`config.mk`:
```
export PLATFORM = sky130hd
export DESIGN_NAME = e3_to_bcd_seq
export DESIGN_NICKNAME = d
export VERILOG_FILES = /design/src/rtl/e3_to_bcd_seq.sv
export SDC_FILE = /design/constraint.sdc
export NUM_CORES = 1
export LEC_CHECK = 0
export BUFFER_PORTS_ARGS = -buffer_cell sky130_fd_sc_hd__clkbuf_2
export CAP_MARGIN = 20
export CORE_ASPECT_RATIO = 0.6
export CORE_MARGIN = 2
export CORE_UTILIZATION = 54
export CTS_BUF_LIST = sky130_fd_sc_hd__clkbuf_8
export DETAILED_ROUTE_END_ITERATION = 8
export GPL_TIMING_DRIVEN = 0
export PLACE_DENSITY = 0.84
export SYNTH_ARGS = -nofsm -noshare
export SYNTH_HDL_FRONTEND = slang
export SYNTH_SLANG_ARGS = --single-unit
```
`constraint.sdc`:
```
create_clock -name clk -period 3.3 [get_ports clk]
set_clock_uncertainty 0.2 [all_clocks]
set_input_delay 0.165 -clock clk [delete_from_list [all_inputs] [get_ports clk]]
set_output_delay 0.165 -clock clk [all_outputs]
set_load 0.01 [all_outputs]
```
`src/rtl/e3_to_bcd_seq.sv`:
```
// Sequential Excess-3 to BCD decoder.
// Collects DIGITS Excess-3 digits (MSD first) over a valid/ready handshake,
// then presents the packed BCD word and per-digit invalid mask on a held
// output handshake.
module e3_to_bcd_seq #(
    parameter int DIGITS = 4
) (
    input  logic                clk,
    input  logic                rst_n,
    input  logic                in_valid,
    output logic                in_ready,
    input  logic [3:0]          in_e3,
    output logic                out_valid,
    input  logic                out_ready,
    output logic [4*DIGITS-1:0] out_bcd,
    output logic                out_err,
    output logic [DIGITS-1:0]   out_err_mask
);

    localparam int W  = 4 * DIGITS;
    localparam int CW = $clog2(DIGITS) + 1;

    typedef enum logic {
        COLLECT,
        HOLD
    } state_t;

    state_t            state;
    state_t            state_next;
    logic [CW-1:0]     cnt;
    logic [W-1:0]      work;
    logic [W-1:0]      work_shifted;
    logic [DIGITS-1:0] work_mask;
    logic [DIGITS-1:0] mask_shifted;
    logic [3:0]        dig;
    logic              dig_err;
    logic              accept;
    logic              last;

    // Decode one Excess-3 digit; invalid codes decode to zero and flag an error.
    always_comb begin
        dig_err = (in_e3 < 4'h3) || (in_e3 > 4'hC);
        dig     = dig_err ? 4'h0 : (in_e3 - 4'h3);
    end

    assign accept       = in_valid & in_ready;
    assign last         = (cnt == CW'(DIGITS - 1));
    assign work_shifted = (work << 4) | W'(dig);
    assign mask_shifted = (work_mask << 1) | DIGITS'(dig_err);
    assign out_err      = |out_err_mask;

    // State register.
    always_ff @(posedge clk or negedge rst_n) begin
        if (!rst_n) begin
            state <= COLLECT;
        end else begin
            state <= state_next;
        end
    end

    // Next-state and handshake outputs; both handshakes depend only on state.
    always_comb begin
        state_next = state;
        in_ready   = 1'b0;
        out_valid  = 1'b0;
        case (state)
            COLLECT: begin
                in_ready = 1'b1;
                if (in_valid && last) begin
                    state_next = HOLD;
                end
            end
            HOLD: begin
                out_valid = 1'b1;
                if (out_ready) begin
                    state_next = COLLECT;
                end
            end
            default: state_next = COLLECT;
        endcase
    end

    // Working shift register, digit counter and output word registers.
    always_ff @(posedge clk or negedge rst_n) begin
        if (!rst_n) begin
            cnt          <= '0;
            work         <= '0;
            work_mask    <= '0;
            out_bcd      <= '0;
            out_err_mask <= '0;
        end else if (accept) begin
            if (last) begin
                out_bcd      <= work_shifted;
                out_err_mask <= mask_shifted;
                cnt          <= '0;
                work         <= '0;
                work_mask    <= '0;
            end else begin
                cnt       <= cnt + 1'b1;
                work      <= work_shifted;
                work_mask <= mask_shifted;
            end
        end
    end

endmodule
```
After elaboration in Yosys (flattened, before gate mapping)
Index checks and enable logic that the tools add are counted.
{"block": "word_totals", "output_inout_bits": 23, "in_bits": 8, "reg_bits": 39}
{"block": "classes", "muxes": 9, "order_cmp": 2, "bitwise_logic": 4, "n_eq_ne": 1, "reduce_logical": 4, "addsub": 2}
{"operator": "16-bit by 4-bit bitwise OR with 16-bit output", "n": 1}
{"operator": "12-bit 2-to-1 mux", "n": 1}
{"operator": "3-bit 2-to-1 mux", "n": 2}
{"operator": "4-bit greater-than comparator (second input constant)", "n": 1}
{"operator": "4-bit by 2-bit < comparator with 1-bit output (second input constant)", "n": 1}
{"operator": "1-bit 2-to-1 mux", "n": 4}
{"operator": "4-bit 2-to-1 mux", "n": 1}
{"operator": "4-bit by 1-bit bitwise OR with 4-bit output", "n": 1}
{"operator": "4-bit OR reduction", "n": 1}
{"operator": "4-bit by 2-bit subtractor with 4-bit output (second input constant)", "n": 1}
{"operator": "3-bit by 1-bit adder with 3-bit output (second input constant)", "n": 1}
{"operator": "3-bit by 2-bit equality test with 1-bit output (second input constant)", "n": 1}
{"operator": "1-bit case mux with 2 select lines", "n": 1}
{"operator": "2-bit AND reduction", "n": 1}
{"operator": "1-bit bitwise AND", "n": 1}
{"operator": "1-bit logical AND", "n": 1}
{"operator": "1-bit logical OR", "n": 1}
{"operator": "1-bit inverter", "n": 1}

Longest topological paths before layout
Gate-level depths: netlist of the first run.
{"block": "logic_depth", "word_depth": 5, "depth_mapped": 6, "depth_no_buf": 6}

Least setup slack after synthesis of the first run
No wires, ideal clock.
{"block": "synth_path", "kind": "reg2reg", "start": "reg cnt[0]", "end": "reg out_bcd[10]", "setup_time_ps": 116, "synth_period_minus_slack_ps": 1467, "n_path_buf": 2, "stages_incl_launch_ff": 7, "arrival_time_ps": 1150, "path_slack_ps": 1833, "path_cell_list": "dfrtp_1 ha_1 and3_1 clkbuf_2 buf_6 nand2_1 nand2_1"}
{"block": "synth_between", "elab_chain_len": 2}
{"element": "start: declaration", "line": "30", "source": "logic [CW-1:0] cnt;"}
{"element": "start signal: assignment", "line": "99", "source": "cnt <= cnt + 1'b1;"}
{"element": "3-bit by 2-bit equality test with 1-bit output", "line": "47", "source": "assign last = (cnt == CW'(DIGITS - 1));"}
{"element": "2-bit AND reduction (no line)"}
{"element": "end signal: assignment", "line": "93", "source": "out_bcd <= work_shifted;"}
{"element": "end: declaration", "line": "15", "source": "output logic [4*DIGITS-1:0] out_bcd,"}
No other way between the ends.
A chain may end at the register's enable or synchronous reset.

Worst setup path in the final report of the first run
{"block": "layout_path", "start": "reg out_err_mask[1]", "end": "out out_err"}
{"block": "layout_between", "elab_chain_len": 1}
{"element": "start: declaration", "line": "17", "source": "output logic [DIGITS-1:0] out_err_mask"}
{"element": "start signal: assignment", "line": "94", "source": "out_err_mask <= mask_shifted;"}
{"element": "4-bit OR reduction", "line": "50", "source": "assign out_err = |out_err_mask;"}
{"element": "end: declaration", "line": "16", "source": "output logic out_err,"}
No other way between the ends.

==> results of run 1 <==
## layer usage
layer | routed length [µm] | vias up | global-route usage [%]
met5 | 0 | - | 0
met2 | 1415 | 44 | 31.61
met4 | 25 | 0 | 6.545
met1 | 1539 | 588 | 29.28
met3 | 204 | 4 | 7.965
li1 | - | 572 | -
## power by group through the flow
stage / Clock, mW / Combinational [mW] / Sequential [mW]
floorplan: 0 / 0.283 / 0.829
global placement: 0 / 0.509 / 0.792
detailed placement: 0 / 0.531 / 0.807
CTS: 0.470 / 0.537 / 0.799
global route: 0.494 / 0.594 / 0.825
finish: 0.464 / 0.531 / 0.799
## kinds of logic after synthesis
group           after synthesis  synth area share, %
flops                        39                62.45
fa+ha+maj                     3                2.402
buf+inv                      12                3.923
simple gates                 64                16.49
compound gates               30                14.73
## cell usage after synthesis, drive strengths merged
cell type,number
ha,3
o211ai,1
a22o,13
or3,1
o21ai,9
nor2b,1
inv,6
a21o,1
nand2,55
buf,5
dfrtp,39
a32o,2
nand3,1
a32oi,1
clkbuf,1
or4,1
o31a,1
a21oi,2
nor2,4
and3,1
## how the worst max path moves through the flow
stage / to / cells after the start
after CTS: out_err / 2
after global routing: out_err / 2
after global placement: out_err_mask[2] / 6
final: out_err / 2
after floorplan: out_bcd[10] / 6
after detailed placement: out_bcd[12] / 6
## what timing repair did
| action | in CTS | in global routing |
|---|---|---|
| gates resized for setup | 0 | 0 |
| hold buffers | 2 | 0 |
| endpoints found under the hold margin | 40 | 0 |
## per-stage QoR
step	cells	cell area (µm²)	hold WS (ns)	utilization, %
after global routing	222	1908	0.08296	67.78
after CTS	222	1908	0.05499	67.78
after detailed placement	212	1755	0.1469	62.36
after floorplan	148	1563	-0.3306	-
final	222	1908	0.05738	67.78
after global placement	212	1755	0.1185	62.36
## critical path: cells and delay by family (launching register included)
kind,cells,cell delay [ns]
DFF,1,0.40
and+or+nand+nor,1,0.52
buffers and inverters,1,0.14
## cell usage in the layout, fill, tap and decap left out
cell type                       count
sky130_fd_sc_hd__nor2_1             4
sky130_fd_sc_hd__a22o_1            13
sky130_fd_sc_hd__bufinv_16          2
sky130_fd_sc_hd__o31a_2             1
sky130_fd_sc_hd__and3_1             1
sky130_fd_sc_hd__buf_6              1
sky130_fd_sc_hd__o21ai_0            8
sky130_fd_sc_hd__buf_2              3
sky130_fd_sc_hd__dlygate4sd3_1      2
sky130_fd_sc_hd__or3_1              1
sky130_fd_sc_hd__a21oi_2            1
sky130_fd_sc_hd__dfrtp_1           39
sky130_fd_sc_hd__o211ai_1           1
sky130_fd_sc_hd__buf_4              1
sky130_fd_sc_hd__o21ai_2            1
sky130_fd_sc_hd__inv_2              1
sky130_fd_sc_hd__a21oi_1            1
sky130_fd_sc_hd__nand3_1            1
sky130_fd_sc_hd__a32oi_1            1
sky130_fd_sc_hd__or4_1              1
sky130_fd_sc_hd__ha_1               3
sky130_fd_sc_hd__nand2_2            1
sky130_fd_sc_hd__nor2b_2            1
sky130_fd_sc_hd__nand2_1           54
sky130_fd_sc_hd__clkbuf_8           5
sky130_fd_sc_hd__inv_1              6
sky130_fd_sc_hd__a32o_1             2
sky130_fd_sc_hd__clkbuf_2          31
sky130_fd_sc_hd__a21o_1             1
## flip-flops by register name, summed over array words and instances, names as in the netlist
name and cells:
cnt 3, out_bcd 16, out_err_mask 4, state 1
work 12, work_mask 3
## cell type report
class                      instances  area [µm²]  area share, %
inverter                           6       22.52          1.180
timing repair buffer              32       170.2          8.918
buffer                             6       38.79          2.033
tap                               34       42.54          2.230
clock inverter                     3       63.81          3.344
sequential                        39       975.9          51.15
multi-input combinational         97       525.5          27.54
clock buffer                       5       68.82          3.607
==> results by group, run 1 <==
Logic synthesis
  • Dominant cell type by area after synthesis: sky130_fd_sc_hd__dfrtp_1
  • Number of instances in the synthesized netlist: 148
  • Area fraction of the dominant cell type after synthesis: 62.45%
  • Sequential cell area fraction in the yosys report: 62.45%
  • FF+latch count, synth: 39
  • Top area cells in the synthesized netlist: sky130_fd_sc_hd__dfrtp_1 62%, sky130_fd_sc_hd__nand2_1 13%, sky130_fd_sc_hd__a22o_1 7.3%, sky130_fd_sc_hd__o21ai_0 2.6%, sky130_fd_sc_hd__ha_1 2.4%
  • Number of distinct library cell variants in the gate-level netlist after synthesis: 26
  • Mean cell area of the mapped netlist: around 11 µm²
  • Syn Std Cell Area: around 0.0016 mm²
  • Synthesis Warnings: 0
  • Mapped Nets: 159

Timing
  • Maximum clock frequency: 581.5 MHz
  • Final setup violating endpoints: 0
  • Max-slew headroom at the worst pin: 37.72%
  • Least-Margin Pin Slew: 0.9342 ns
  • Time the final worst path needs with I/O delays and setup: ~1.7 ns
  • Final setup TNS: 0 ns
  • Number of hold-slack violations in the final timing report: 0
  • Final slew viol count: 0
  • Setup repair after global routing missed its margin: no
  • Final clock period utilization by the worst path: approximately 52%
  • Setup slack of the critical path after layout: 1.580 ns

Floorplanning
  • Number of ports placed on the die boundary: 31
  • Die footprint: 0.003354 mm²
  • Effective utilization at floorplan: a little under three fifths
  • Horizontal extent of the die: 73.45 µm
  • Core region area: 0.002815 mm²
  • Total number of placement rows: 15
  • Vert. Die Dim: 45.67 µm

Worst hold path
  • Worst Hold End: cnt[2]
  • Min-Delay Startpoint: in_valid
  • HP Class: in2reg
  • Number of instances on the worst hold path: 3

Power and ir drop
  • Ratio of total power to cell area: between 900 and 1000 mW/mm²
  • Sw Share: 32.94%
  • Share of power burned in the clock network: 25.9%
  • Leakage power figure: 1.038 nW
  • Internal power: ~1.2 mW
  • Sequential cell fraction of total power: approximately 45%
  • Total power draw: 1.794 mW
  • Maximum vdd drop: 0.0004901 V
  • Share of total power in combinational logic: 29.6%
  • Net load switching power: 590.9 µW

Setup path
  • Critical path fanouts, max: 3
  • Worst Path Arrival: 1.35 ns
  • Max incr delay on CP: between 0.5 and 0.6 ns
  • Library cell contributing the largest single delay on the critical path: sky130_fd_sc_hd__or4_1
  • Reg-to-Reg Start: cnt[0]
  • Critical Path Sink Type: output port
  • Chain of cells forming the critical path: or4_1 > clkbuf_2
  • Worst Setup SP: out_err_mask[1]
  • Startpoint type of the worst setup path: flop
  • Endpoint of the lowest-slack register-to-register path: state
  • Type of the worst setup path: reg2out
  • Cells on worst reg2reg path: 4
  • CP required: 2.93 ns
  • Register-to-Register Setup Slack: 1.66 ns

Placement
  • RD Place Congestion: 0.7386
  • Worst setup slack before clock tree synthesis: 1.679 ns
  • DPL Wire Length: 2279 µm
  • Quantity of I/O buffers inserted on ports: 30

Clock network
  • Longest Clk Path Bufs: 2
  • Clk_lat worst skew: roughly 0.29 ns
  • Buffer cell driving the clock tree root: sky130_fd_sc_hd__clkbuf_8
  • Total CTS buffers: 5
  • Number of buffers added for setup after CTS: 0
  • CTS tree: built
  • Clock Sink Count: 39
  • CTS clock-pin slew for the worst setup and hold paths: approximately 0.070 ns
  • H-tree depth: 2

Detailed routing
  • Final Routed Wirelength: 3184 µm
  • Number of remaining DRC errors: 0
  • Detailed-route vias per instance: ~5.4
  • Number of vias in the routed layout: 1208
  • Antenna Nets Post-Route: 0
  • Average wire per standard cell: 14.34 µm
  • Initial detailed-routing violation count: just under 80
  • Drt first pass iters: 4

Global route
  • Global-route wire length before repair: 5016 µm
  • Initial antenna violation count: 0
  • Maximum number of pins on one net before global-route repair: 40
  • Via count of the first global-routing pass: between 1000 and 1500
  • GRT overflow: 0
  • GRT Util Overall: a little over a fifth

Cells and area
  • Layout cells sized above 1: approximately a quarter
  • Fillcell total: around 230
  • Number of nets in the layout: 198
  • Area added between synthesis and finish: 22.10%
  • Antenna cell count: 0

Flow run
  • Max-cap violations: 0

Status
  • Status: finished, final reports clean
Power figures use the tool's default switching activity.
==> run 2: changes to the inputs <==
- CORE_UTILIZATION: 54 -> 50
- PLACE_DENSITY: 0.84 -> 0.82
- clock period: 3.3 -> 1.52 ns (I/O delays scaled with it)
==> results by group, run 2 (synthesized netlist as in run 1, its figures left out) <==
Timing
  • Final setup TNS: -0.1093 ns (was 0 ns)
  • Maximum clock frequency: about 610 MHz
  • Time the final worst path needs with I/O delays and setup: 1.629 ns
  • Max-slew headroom at the worst pin: 36.87% (was 37.72%)
  • Number of hold-slack violations in the final timing report: 0 (unchanged)
  • Least-Margin Pin Slew: 0.9469 ns (was 0.9342 ns)
  • Setup slack of the critical path after layout: -0.1093 ns (was 1.580 ns)
  • Final clock period utilization by the worst path: 107.2%
  • Final setup violating endpoints: 1 (was 0)
  • Final slew viol count: 0 (unchanged)
  • Setup repair after global routing missed its margin: yes (was no)

Setup path
  • Register-to-Register Setup Slack: 0.02 ns (was 1.66 ns)
  • Cells on worst reg2reg path: 5 (was 4)
  • CP required: 1.24 ns (was 2.93 ns)
  • Critical path fanouts, max: 2 (was 3)
  • Startpoint type of the worst setup path: flop (unchanged)
  • Reg-to-Reg Start: state (was cnt[0])
  • Type of the worst setup path: reg2out (unchanged)
  • Worst Path Arrival: 1.35 ns (about the same)
  • Endpoint of the lowest-slack register-to-register path: work[11] (was state)
  • Critical Path Sink Type: output port (unchanged)

Cells and area
  • Max FFs per register: 16 (unchanged)
  • Post-route core utilization: 68.12% (was 67.78%)
  • Antenna cell count: 0 (unchanged)
  • Most common library cell in the layout ignoring fill and taps: sky130_fd_sc_hd__nand2_1 (unchanged)
  • Area added between synthesis and finish: 27.62% (was 22.10%)
  • Largest registers: out_bcd: 16 flops, work: 12 flops, out_err_mask: 4 flops (unchanged)
  • Top library cells by usage in the layout, fill and taps aside: 54 x sky130_fd_sc_hd__nand2_1, 39 x sky130_fd_sc_hd__dfrtp_1, 29 x sky130_fd_sc_hd__clkbuf_2, 13 x sky130_fd_sc_hd__a22o_1, 8 x sky130_fd_sc_hd__o21ai_0 (was 54 x sky130_fd_sc_hd__nand2_1, 39 x sky130_fd_sc_hd__dfrtp_1, 31 x sky130_fd_sc_hd__clkbuf_2, 13 x sky130_fd_sc_hd__a22o_1, 8 x sky130_fd_sc_hd__o21ai_0)
  • Number of nets in the layout: 205 (was 198)
  • Layout cells sized above 1: 29.23% (was 26.06%)
  • Largest Register: out_bcd (unchanged)

Floorplanning
  • Die footprint: 0.003603 mm² (was 0.003354 mm²)
  • Horizontal extent of the die: 76.18 µm (was 73.45 µm)
  • Vert. Die Dim: 47.31 µm (was 45.67 µm)
  • Core region area: 0.002928 mm² (was 0.002815 mm²)
  • Effective utilization at floorplan: 53.38% (was 55.51%)
  • Number of ports placed on the die boundary: 31 (unchanged)
  • Total number of placement rows: 15 (unchanged)

Worst hold path
  • Number of instances on the worst hold path: 5 (was 3)
  • Min-Delay Startpoint: in_e3[3] (was in_valid)
  • Worst Hold End: work_mask[0] (was cnt[2])
  • HP Class: in2reg (unchanged)

Power and ir drop
  • Leakage power figure: 1.054 nW (was 1.038 nW)
  • Maximum vdd drop: 0.001085 V (was 0.0004901 V)
  • Ratio of total power to cell area: 1908 mW/mm² (was 940.2 mW/mm²)

Detailed routing
  • Number of vias in the routed layout: 1251 (was 1208)
  • Final Routed Wirelength: 3417 µm (was 3184 µm)
  • Average wire per standard cell: 14.42 µm (was 14.34 µm)
  • Detailed-route vias per instance: 5.278 (was 5.441)
  • Antenna Nets Post-Route: 0 (unchanged)
  • Number of remaining DRC errors: 0 (unchanged)
  • Initial detailed-routing violation count: 66 (was 77)
  • Drt first pass iters: 4 (unchanged)

Global route
  • Maximum number of pins on one net before global-route repair: 40 (unchanged)
  • GRT Util Overall: 20.77% (was 21.20%)
  • GRT overflow: 0 (unchanged)
  • Global-route wire length before repair: 5492 µm (was 5016 µm)
  • Initial antenna violation count: 0 (unchanged)
  • Via count of the first global-routing pass: 1156 (was 1072)

Clock network
  • CTS tree: built (unchanged)
  • Total CTS buffers: 5 (unchanged)
  • Buffer cell driving the clock tree root: sky130_fd_sc_hd__clkbuf_8 (unchanged)
  • CTS clock-pin slew for the worst setup and hold paths: 0.07 ns (about the same)
  • Clock Sink Count: 39 (unchanged)
  • Clk_lat worst skew: 0.29 ns (about the same)
  • H-tree depth: 2 (unchanged)
  • Longest Clk Path Bufs: 2 (unchanged)

Status
  • Violated checks: setup timing
  • Status: complete, but fails checks (was finished, final reports clean)

Placement
  • RD Place Congestion: 0.7471 (was 0.7386)
  • Quantity of I/O buffers inserted on ports: 30 (unchanged)
  • DPL Wire Length: 2280 µm (was 2279 µm)

Flow run
  • Max-cap violations: 0 (unchanged)
-- run 2: cell types whose count changed in the layout (fill, tap and decap cells not counted), sizes merged --
cell | previous run | this run
dlygate4sd3 | 2 | 6
bufinv | 2 | 0
buf | 5 | 9
clkbuf | 36 | 35
clkinv | 0 | 1
inv | 7 | 6
clkinvlp | 0 | 2
-- run 2: cell type report --
class | count | area, µm²
Buffer | 5 | 38.79
Inverter | 6 | 22.52
Clock inverter | 3 | 20.02
Fill cell | 244 | 933.4
Timing Repair Buffer | 40 | 246.5
Clock buffer | 5 | 68.82
Sequential cell | 39 | 975.9
Multi-Input combinational cell | 97 | 569.3
Tap cell | 42 | 52.55
-- run 2: worst max-delay path by stage --
| stage | startpoint | endpoint | depth (start not counted) |
|---|---|---|---|
| 5_1_grt | out_err_mask[0] | out_err | 2 |
| 3_5_place_dp | cnt[0] | out_err_mask[1] | 6 |
| 2_1_floorplan | cnt[0] | out_bcd[10] | 6 |
| 3_3_place_gp | cnt[0] | out_err_mask[2] | 6 |
| 4_1_cts | out_err_mask[2] | out_err | 2 |
| 6_report | out_err_mask[2] | out_err | 2 |
-- run 2: through the flow --
stage	hold slack, ns	setup WS [ns]	power, mW	cell area (µm²)	std cells
after floorplan	-0.4196	0.05328	2.415	1563	148
after global placement	0.03309	-0.02989	2.825	1765	220
after detailed placement	0.05771	-0.07244	2.910	1765	220
after CTS	0.02553	-0.1146	3.675	1938	235
after global routing	0.04934	-0.1396	4.075	1994	237
final	0.03920	-0.1093	3.806	1994	237
-- run 2: repair_timing --
action / CTS / global route
pin swaps: 1 / 1
gates resized for setup: 4 / 9
hold buffers: 6 / 0
endpoints found under the hold margin: 46 / 0
buffers inserted: 2 / 2
endpoints found under the setup margin: 16 / 32
-- run 2: critical path, cell delays in order (launching register included) --
cell                      delay (ns)
sky130_fd_sc_hd__dfrtp_1        0.40
sky130_fd_sc_hd__or4_4          0.53
sky130_fd_sc_hd__buf_6          0.14
-- run 2: layer usage --
metal | vias up | wire [µm] | global-route usage, %
li1 | 584 | - | -
met1 | 623 | 1613 | 26.62
met2 | 37 | 1588 | 34.46
met3 | 7 | 169 | 7.308
met4 | 0 | 44 | 7.273
met5 | - | 0 | 0
-- run 2: report_power, final --
part	internal (mW)	switching [mW]
Combinational	0.652	0.714
Clock	0.319	0.363
Sequential	1.46	0.302
Total	2.43	1.38
==> run 3: changes to the inputs <==
- GPL_TIMING_DRIVEN: 0 -> not set
- TNS_END_PERCENT: not set -> 50
==> results by group, run 3 (synthesized netlist as in run 1, its figures left out) <==
Setup path
  • Critical Path Sink Type: output port (unchanged)
  • Type of the worst setup path: reg2out (unchanged)
  • Chain of cells forming the critical path: or4_1 > clkbuf_2 (was or4_4 > buf_6)
  • Startpoint type of the worst setup path: flop (unchanged)
  • Max incr delay on CP: 0.51 ns (was 0.53 ns)
  • Family of cells with the greatest summed delay on the critical path: simple AND/OR/NAND/NOR gates (unchanged)
  • Buffer and inverter count on the worst path: 1 (unchanged)
  • Library cell contributing the largest single delay on the critical path: sky130_fd_sc_hd__or4_1 (was sky130_fd_sc_hd__or4_4)
  • Critical path fanouts, max: 3 (was 2)
  • Worst Path Arrival: 1.32 ns (was 1.35 ns)
  • CP required: 1.24 ns (about the same)

Placement
  • DPL Wire Length: 2160 µm (was 2280 µm)
  • Quantity of I/O buffers inserted on ports: 30 (unchanged)
  • Worst setup slack before clock tree synthesis: -0.07886 ns (was -0.07244 ns)
  • RD Place Congestion: 0.7464 (was 0.7471)

Floorplanning
  • Vert. Die Dim: 47.31 µm (unchanged)
  • Core region area: 0.002928 mm² (unchanged)
  • Die footprint: 0.003603 mm² (unchanged)
  • Total number of placement rows: 15 (unchanged)
  • Effective utilization at floorplan: 53.38% (unchanged)
  • Horizontal extent of the die: 76.18 µm (unchanged)
  • Number of ports placed on the die boundary: 31 (unchanged)

Global route
  • Via count of the first global-routing pass: 1113 (was 1156)
  • Global-route wire length before repair: 4933 µm (was 5492 µm)
  • Maximum number of pins on one net before global-route repair: 40 (unchanged)
  • GRT overflow: 0 (unchanged)
  • GRT Util Overall: 18.84% (was 20.77%)
  • Initial antenna violation count: 0 (unchanged)

Clock network
  • Clock Sink Count: 39 (unchanged)
  • Total CTS buffers: 5 (unchanged)
  • Longest Clk Path Bufs: 2 (unchanged)
  • CTS tree: built (unchanged)
  • Buffer cell driving the clock tree root: sky130_fd_sc_hd__clkbuf_8 (unchanged)
  • CTS clock-pin slew for the worst setup and hold paths: 0.07 ns (about the same)
  • Clk_lat worst skew: 0.29 ns (about the same)
  • H-tree depth: 2 (unchanged)

Detailed routing
  • Initial detailed-routing violation count: 55 (was 66)
  • Average wire per standard cell: 13.20 µm (was 14.42 µm)
  • Detailed-route vias per instance: 5.149 (was 5.278)
  • Number of vias in the routed layout: 1210 (was 1251)
  • Final Routed Wirelength: 3103 µm (was 3417 µm)
  • Number of remaining DRC errors: 0 (unchanged)
  • Antenna Nets Post-Route: 0 (unchanged)
  • Drt first pass iters: 4 (unchanged)

Cells and area
  • Largest Register: out_bcd (unchanged)
  • Post-route core utilization: 66.50% (was 68.12%)
  • Antenna cell count: 0 (unchanged)
  • Layout cells sized above 1: 27.98% (was 29.23%)
  • Max FFs per register: 16 (unchanged)
  • Number of nets in the layout: 203 (was 205)
  • Largest registers: out_bcd: 16 flops, work: 12 flops, out_err_mask: 4 flops (unchanged)
  • Area added between synthesis and finish: 24.58% (was 27.62%)
  • Most common library cell in the layout ignoring fill and taps: sky130_fd_sc_hd__nand2_1 (unchanged)
  • Top library cells by usage in the layout, fill and taps aside: 54 x sky130_fd_sc_hd__nand2_1, 39 x sky130_fd_sc_hd__dfrtp_1, 30 x sky130_fd_sc_hd__clkbuf_2, 13 x sky130_fd_sc_hd__a22o_1, 8 x sky130_fd_sc_hd__o21ai_0 (was 54 x sky130_fd_sc_hd__nand2_1, 39 x sky130_fd_sc_hd__dfrtp_1, 29 x sky130_fd_sc_hd__clkbuf_2, 13 x sky130_fd_sc_hd__a22o_1, 8 x sky130_fd_sc_hd__o21ai_0)

Timing
  • Number of hold-slack violations in the final timing report: 0 (unchanged)
  • Final setup violating endpoints: 1 (unchanged)
  • Setup slack of the critical path after layout: -0.07612 ns (was -0.1093 ns)
  • Final clock period utilization by the worst path: 105.0% (was 107.2%)
  • Setup repair after global routing missed its margin: yes (unchanged)
  • Max-slew headroom at the worst pin: 69.07% (was 36.87%)
  • Least-Margin Pin Slew: 0.4640 ns (was 0.9469 ns)
  • Maximum clock frequency: 626.5 MHz (was 613.8 MHz)
  • Time the final worst path needs with I/O delays and setup: 1.596 ns (was 1.629 ns)
  • Final slew viol count: 0 (unchanged)
  • Hold Worst Slack: 0.03670 ns (was 0.03920 ns)

Power and ir drop
  • Leakage power figure: 1.036 nW (was 1.054 nW)
  • Total power draw: 3.610 mW (was 3.806 mW)
  • Ratio of total power to cell area: 1854 mW/mm² (was 1908 mW/mm²)
  • Maximum vdd drop: 0.001140 V (was 0.001085 V)

Status
  • Violated checks: setup timing (unchanged)
  • Status: complete, but fails checks (unchanged)

Worst hold path
  • HP Class: in2reg (unchanged)

Flow run
  • Max-cap violations: 0 (unchanged)
[run 3: cell types whose count changed in the layout (fill, tap and decap cells not counted), sizes merged]
cell      previous run  this run
buf                  9         7
clkinvlp             2         1
inv                  6         7
[run 3: final timing paths]
path | from | to | slack (ns) | cells after the start
max | out_err_mask[1] | out_err | -0.08 | 2
min | in_e3[3] | out_bcd[2] | 0.04 | 4
max reg2reg | cnt[0] | work[0] | 0.04 | 4
min reg2reg | work[10] | out_bcd[14] | 0.28 | 2
max in group asynchronous | rst_n | state | 0.62 | 3
min in group asynchronous | rst_n | out_bcd[12] | 0.16 | 3
[run 3: layout make-up]
| cell class | instances | area, µm² |
|---|---|---|
| fillers | 253 | 980.9 |
| flip-flops and latches | 39 | 975.9 |
| multi-input cells | 97 | 548.0 |
| repair buffers | 43 | 262.8 |
| clock buffers | 5 | 68.82 |
| well taps | 42 | 52.55 |
| inverters | 6 | 22.52 |
| clock inverters | 3 | 16.27 |
[run 3: layer usage]
layer	track usage (%)	up-vias	routed length, µm
li1	-	587	-
met5	0	-	0
met2	30.18	30	1426
met4	6.545	0	38
met1	23.35	589	1468
met3	9.038	4	169
[run 3: worst min-delay path, stage by stage]
cell	delay, ns
sky130_fd_sc_hd__clkbuf_2	0.12
sky130_fd_sc_hd__inv_1	0.08
sky130_fd_sc_hd__o31a_2	0.15
sky130_fd_sc_hd__o21ai_0	0.07
[run 3: repair_timing]
action,in CTS,in global routing
endpoints found under the setup margin,21,31
resized for setup,2,4
gates cloned,0,0
buffers inserted,1,0
hold endpoints to repair,48,0
hold buffers,6,0
[run 3: through the flow]
stage          cells  TNS [ns]  instance area (µm²)
2_1_floorplan    148         0                 1563
3_3_place_gp     220  -0.06557                 1772
3_5_place_dp     220   -0.9916                 1772
4_1_cts          235  -0.09406                 1931
5_1_grt          235   -0.1846                 1947
6_report         235  -0.07612                 1947
[run 3: report_power, final]
part,switching [mW],leakage (nW),internal (mW)
Clock,0.357,0.0453,0.314
Combinational,0.664,0.476,0.555
Sequential,0.264,0.514,1.46
Total,1.29,1.04,2.33
